<file path="config.mk">
export PLATFORM = sky130hd
export DESIGN_NAME = f_d_queue_flat
export DESIGN_NICKNAME = d
export VERILOG_FILES = /design/src/rtl/f_d_queue_if.sv /design/src/rtl/f_d_queue.sv /design/src/flat_wrapper.sv
export SDC_FILE = /design/constraint.sdc
export NUM_CORES = 1
export LEC_CHECK = 0
export BUFFER_PORTS_ARGS = -buffer_cell sky130_fd_sc_hd__buf_2
export CAP_MARGIN = 20
export CORE_UTILIZATION = 40
export CTS_CLUSTER_SIZE = 30
export DETAILED_ROUTE_END_ITERATION = 12
export SKIP_CTS_REPAIR_TIMING = 1
export SLEW_MARGIN = 20
export SYNTH_ARGS = -nofsm -noshare
export SYNTH_HDL_FRONTEND = slang
export SYNTH_SLANG_ARGS = --single-unit
</file>
<file path="constraint.sdc">
create_clock -name clk -period 5.55 [get_ports clk]
set_input_delay 0.555 -clock clk [delete_from_list [all_inputs] [get_ports clk]]
set_output_delay 0.555 -clock clk [all_outputs]
set_load 0.02 [all_outputs]
</file>
<file path="src/rtl/f_d_queue_if.sv">
// f_d_queue_if: fetch-to-decode packet type and the valid/ready handshake carrying it.
package f_d_pkg;
    typedef struct packed {
        logic [1:0]       mask;
        logic [1:0][31:0] pc;
    } preict_info_t;

    typedef struct packed {
        logic [1:0][31:0] insts;
        preict_info_t     preict_info;
    } f_d_pkg_t;
endpackage

interface handshake_if;
    import f_d_pkg::*;
    logic     valid;
    logic     ready;
    f_d_pkg_t data;
    modport sender(output valid, output data, input ready);
    modport receiver(input valid, input data, output ready);
endinterface

</file>
<file path="src/rtl/f_d_queue.sv">
// f_d_queue: circular buffer of fetch packets between fetch and decode, flushable on redirect.
module f_d_queue #(
    parameter int DEPTH = 4
) (
    input  logic                   clk,
    input  logic                   rst_n,
    input  logic                   flush_i,
    handshake_if.receiver          receiver,
    handshake_if.sender            sender,
    output logic [$clog2(DEPTH):0] count_o
);
    import f_d_pkg::*;
    localparam int AW = $clog2(DEPTH);

    logic [AW-1:0] head_q, head_d, tail_q, tail_d;
    logic [AW:0]   count_q, count_d;
    f_d_pkg_t      mem_q [DEPTH];
    logic          full, empty, push, pop;

    assign full           = count_q == (AW+1)'(DEPTH);
    assign empty          = count_q == '0;
    assign receiver.ready = !full && !flush_i;
    assign sender.valid   = !empty && !flush_i;
    // mask==0 packets are handshaken but never stored
    assign push           = receiver.valid && receiver.ready && |receiver.data.preict_info.mask;
    assign pop            = sender.valid && sender.ready;
    assign sender.data    = mem_q[head_q];
    assign count_o        = count_q;

    always_comb begin
        head_d  = flush_i ? '0 : pop  ? head_q + AW'(1) : head_q;
        tail_d  = flush_i ? '0 : push ? tail_q + AW'(1) : tail_q;
        count_d = flush_i ? '0 : count_q + (AW+1)'(push) - (AW+1)'(pop);
    end

    always_ff @(posedge clk or negedge rst_n) begin
        if (!rst_n) begin
            head_q  <= '0;
            tail_q  <= '0;
            count_q <= '0;
        end else begin
            head_q  <= head_d;
            tail_q  <= tail_d;
            count_q <= count_d;
        end
    end

    always_ff @(posedge clk) begin
        if (push) mem_q[tail_q] <= receiver.data;
    end
endmodule

</file>
<file path="src/flat_wrapper.sv">
// flat-port wrapper written by rule: the top's interface ports become plain ports
module f_d_queue_flat import f_d_pkg::*;
#(
    parameter int DEPTH = 4
)
  (clk, rst_n, flush_i, count_o, receiver_valid, receiver_data, receiver_ready, sender_valid, sender_data, sender_ready);
  handshake_if receiver_i ();
  handshake_if sender_i ();
  input  logic clk;
  input  logic rst_n;
  input  logic flush_i;
  output logic [$clog2(DEPTH):0] count_o;
  input wire logic [$bits(receiver_i.valid)-1:0] receiver_valid;
  input wire logic [$bits(receiver_i.data)-1:0] receiver_data;
  output wire logic [$bits(receiver_i.ready)-1:0] receiver_ready;
  output wire logic [$bits(sender_i.valid)-1:0] sender_valid;
  output wire logic [$bits(sender_i.data)-1:0] sender_data;
  input wire logic [$bits(sender_i.ready)-1:0] sender_ready;
  assign receiver_i.valid = receiver_valid;
  assign receiver_i.data = receiver_data;
  assign receiver_ready = receiver_i.ready;
  assign sender_valid = sender_i.valid;
  assign sender_data = sender_i.data;
  assign sender_i.ready = sender_ready;
  f_d_queue #(.DEPTH(DEPTH)) u_core (.clk(clk), .rst_n(rst_n), .flush_i(flush_i), .receiver(receiver_i), .sender(sender_i), .count_o(count_o));
endmodule
</file>
Word-level counts from Yosys, hierarchy flattened
Memory sizes are Yosys's and may differ from the RTL's.
Index checks and enable logic that the tools add are counted.
{"block": "word_totals", "mem_bits_rw": 520, "input_bits": 135, "elab_cells": 28, "out_inout_bits": 135, "memories": 1, "regBits": 7, "latchBits": 0, "mem_bits_ro": 0}
{"block": "op_classes", "shift": 0, "n_reduce_logical": 12, "n_lt_le_gt_ge": 0, "n_mul": 0, "div": 0, "bitwise_logic": 0, "n_eq_ne": 1, "mux": 7, "add_sub_neg": 4}
{"memory": "u_core.mem_q", "words": 4, "width": 130, "rd": 1, "rd_ports_with_merged_regs": 0, "write_ports": 1, "line": "f_d_queue.sv:17", "text": "f_d_pkg_t mem_q [DEPTH];"}
{"op": "$mux 2", "n": 4}
{"op": "$logic_and 1x1->1", "n": 5}
{"op": "$add 2x1->2 const B", "n": 2}
{"op": "$reduce_bool 2->1", "n": 2}
{"op": "$add 3x1->3", "n": 1}
{"op": "$eq 3x3->1 const B", "n": 1}
{"op": "$logic_not 1->1", "n": 3}
{"op": "$logic_not 3->1", "n": 1}
{"op": "$mux 3", "n": 1}
{"op": "$sub 3x1->3", "n": 1}
{"op": "$mux 1", "n": 2}
{"op": "$reduce_or 2->1", "n": 1}

Logic depth before layout (Yosys ltp)
{"block": "logic_depth", "ltp_word": 8, "depth_mapped": 9, "mapped_depth_nobuf": 9}

Worst setup path before layout
No wires, ideal clock.
{"block": "synth_timing", "path_type": "input-to-reg", "startpoint": "input port flush_i", "endpoint": "memory u_core.mem_q[0][0] (netlist bit), enable pin", "path_stages": 5, "n_path_buf": 2, "setup_ns": 0.505, "t_required_ns": 5.045, "slack_ns": 0.892, "arrival_ns": 4.153, "path_cell_list": "clkbuf_1 > inv_1 > and3_1 > clkbuf_2 > and2_1"}
{"block": "synth_via", "elab_chain_len": 6}
{"item": "start: declaration", "line": "flat_wrapper.sv:11", "text": "input logic flush_i;"}
{"item": "$logic_not 1->1", "line": "f_d_queue.sv:22", "text": "assign receiver.ready = !full && !flush_i;"}
{"item": "$logic_and 1x1->1", "line": "f_d_queue.sv:22"}
{"item": "$logic_and 1x1->1 (2 in a row)", "line": "f_d_queue.sv:25", "text": "assign push = receiver.valid && receiver.ready && |receiver.data.preict_info.mask;"}
{"item": "$mux 1", "line": "f_d_queue.sv:49", "text": "if (push) mem_q[tail_q] <= receiver.data;"}
{"item": "$mux 1 (not written as such)", "line": "f_d_queue.sv:49"}
{"item": "end: declaration", "line": "f_d_queue.sv:17"}
Every way passes these cells.

Worst setup path after layout
{"block": "layout_timing", "startpoint": "register u_core.head_q[0]", "endpoint": "output port sender_data[13]"}
{"block": "layout_via", "elab_chain_len": 1}
{"item": "start: declaration", "line": "f_d_queue.sv:15", "text": "logic [AW-1:0] head_q, head_d, tail_q, tail_d;"}
{"item": "start signal: assignment", "line": "f_d_queue.sv:38", "text": "head_q <= '0;"}
{"item": "start signal: assignment", "line": "f_d_queue.sv:42", "text": "head_q <= head_d;"}
{"item": "$mem_v2 4x130"}
{"item": "end: declaration", "line": "flat_wrapper.sv:17", "text": "output wire logic [$bits(sender_i.data)-1:0] sender_data;"}
Every way passes these cells.

==> out/qor.yml <==
critPathKind: "reg2out"
path_depth: 3
io_buffers: 269
layout.nets: 1175
clk_pin_slew_worst_paths_ps: 70
synthArstFlopShare_pct: 1.33
post-route-period-util_pct: 62.4
ios: 270
syn-cell-area_um2: 19200
synth_edf_count: 520
finalSetupTns_ps: 0
hold_start: "receiver_data[51]"
grt_antenna_before_repair: 9
post-route-drc-count: 0
status: "complete, no violations"
numCtsBuffers: 53
tightest_slew_ps: 953
synth.top_cell.area_share_pct: 81.2
num_vias: 8570
dieArea_um2: 48900
reg2reg_depth: 4
fmax_mhz: 289
hold_path.class: "in2reg"
cts_tree: "yes"
grt-ovfl-total: 0
synth_area_leaders: "edfxtp_1, mux4_2, dfrtp_1"
fin_cells: 1684
chipHeight_um: 221
core_um2: 47000
yosys.area.top_type: "edfxtp_1"
critPathMaxStageDelay_ps: 800
place.gp.congestion: 0.692
synth_xor_area_share_pct: 0.0911
cts_buffer_depth: 3
drive_gt1_share_pct: 45.5
initial_utilization_pct: 40.9
arrival_ps: 2910
nFillCells: 3787
cp-start-kind: "flop"
die_x_um: 221
r2r_start: "u_core.count_o[1]$_DFF_PN0_"
dr.first_iter.drc_count: 501
final_hold_viol_count: 0
rsz0062_at_grt: "false"
drtPass1Iterations: 4
synth_common_cells: "edfxtp_1, mux4_2, buf_2"
required_ps: 4990
p_leak_uw: 0.00757
syn_inst: 728
ys_types: 30
ant_nets: 0
grt_util_all_layers_pct: 15.5
grt_max_degree: 85
crit_path_top_delay_cell: "dfrtp_4"
cts.sinks: 527
synth.avg_cell_area_um2: 26.4
rows: 79
htreeDepth: 2
place_inst: 1584
vdd_drop_max_v: 0.000262
grt_pass1_vias: 9048
critPathBufInv: 2
routedWlPerCell_um: 22.3
cellPowerDensity_nw_per_um2: 425
crit_family: "buffers and inverters"
drt-total-wl_um: 37600
slew_headroom_pct: 36.5
synth_most_common_cell: "edfxtp_1"
fin_crit_ps: 3460
yosysWarnings: 0
postLayoutCoreUtil_pct: 48.8
syn_to_final_growth_pct: 19.3
grt_pass1_wl_um: 56700
synthFlopType: "edfxtp_1"
synth_mux_area_share_pct: 15.3
synth_fp_nets: 870
whs_path_depth: 1
dp_hpwl_um: 21800
yosys.area_share.simple_pct: 0.527
clock_skew_ps: 35.0
vias_per_cell: 5.09
setup_viol: 0
clk_latency_ps: 590
yosysSeqAreaShare_pct: 82.2
setup.worst_path.start: "u_core.head_q[0]$_DFFE_PN0P_"
worst-path-max-fanout: 34
final-max-slew-violation-count: 0
synth_top_family_by_area: "multiplexers"
crit_chain: "buf_4 -> mux4_2 -> buf_2"
cts_root_buf: "clkbuf_16"
synth_fa_ha_area_share_pct: 0.495
max_cap_violations: 0
cp-end-kind: "output pin"
ys_ff_latch: 527
synth-compound-area-share_pct: 0.221
state kept, by name, indices dropped and copies added (netlist names):
name,flops
u_core.head_q,2
u_core.count_o,3
u_core.mem_q,520
u_core.tail_q,2
metal layers:
| layer | up-vias | share of wire, % | global-route usage, % |
|---|---|---|---|
| met5 | - | 0.20 | 0 |
| met4 | 12 | 2.5 | 5.53 |
| met3 | 65 | 7.1 | 4.97 |
| met2 | 234 | 47 | 23.7 |
| met1 | 4496 | 43 | 20.9 |
| li1 | 3763 | - | - |
path summary, 6_finish.rpt:
kind,endpoint,slack [ps]
max in group asynchronous,u_core.head_q[0]$_DFFE_PN0P_,4990
setup / recovery,sender_data[13],2090
min in group asynchronous,u_core.count_o[1]$_DFF_PN0_,370
setup reg to reg,u_core.mem_q[2][53]$_DFFE_PP_,2810
hold / removal,u_core.mem_q[0][51]$_DFFE_PP_,170
hold reg to reg,u_core.tail_q[1]$_DFFE_PN0P_,650
through the flow:
step	cell area, um^2	setup slack (ps)	total power (uW)	hold WS, ps
detailed placement	21300	2390	6530	404
floorplan	19200	892	5960	259
finish	22900	2090	9740	174
global route	22900	1830	10100	149
CTS	22900	1900	9900	-257
global placement	21300	2450	6520	401
kinds of logic after synthesis:
logic type                 count (synthesis)
AOI/OAI and AO/OA                          5
xor gates and xnor gates                   2
adders and majority gates                  7
buffers and inverters                     38
DFF                                      527
muxes                                    131
and+or+nand+nor                           18
layout by cell type (no fill, tap or decap), types with 5 or more instances in the layout:
cell type / instances
diode_2: 5
clkbuf_16: 55
clkinv_2: 10
mux4_2: 130
buf_12: 5
edfxtp_1: 520
dfrtp_1: 5
clkinv_1: 11
clkbuf_1: 13
buf_2: 269
buf_4: 7
inv_1: 6
ha_1: 6
worst reg2reg max path, cell delays in order (launching register included):
cell and delay (ps):
dfrtp_1 460, or3b_1 210, and3_1 330, and2_4 830
buf_4 530
where the power goes:
part | switching, uW | internal (uW)
clock network | 1400 | 1940
logic | 1000 | 752
registers | 98.4 | 4540
total | 2510 | 7230
cell type report:
cell class | count | area, um^2 | area share (%)
Sequential cell | 527 | 15800 | 68.9
Multi-Input combinational cell | 163 | 3200 | 14.0
Timing Repair Buffer | 282 | 1510 | 6.58
Clock buffer | 68 | 1430 | 6.22
Tap cell | 607 | 759 | 3.31
Clock inverter | 26 | 199 | 0.868
Inverter | 6 | 22.5 | 0.0982
Antenna cell | 5 | 12.5 | 0.0546
Power figures use the tool's default switching activity.
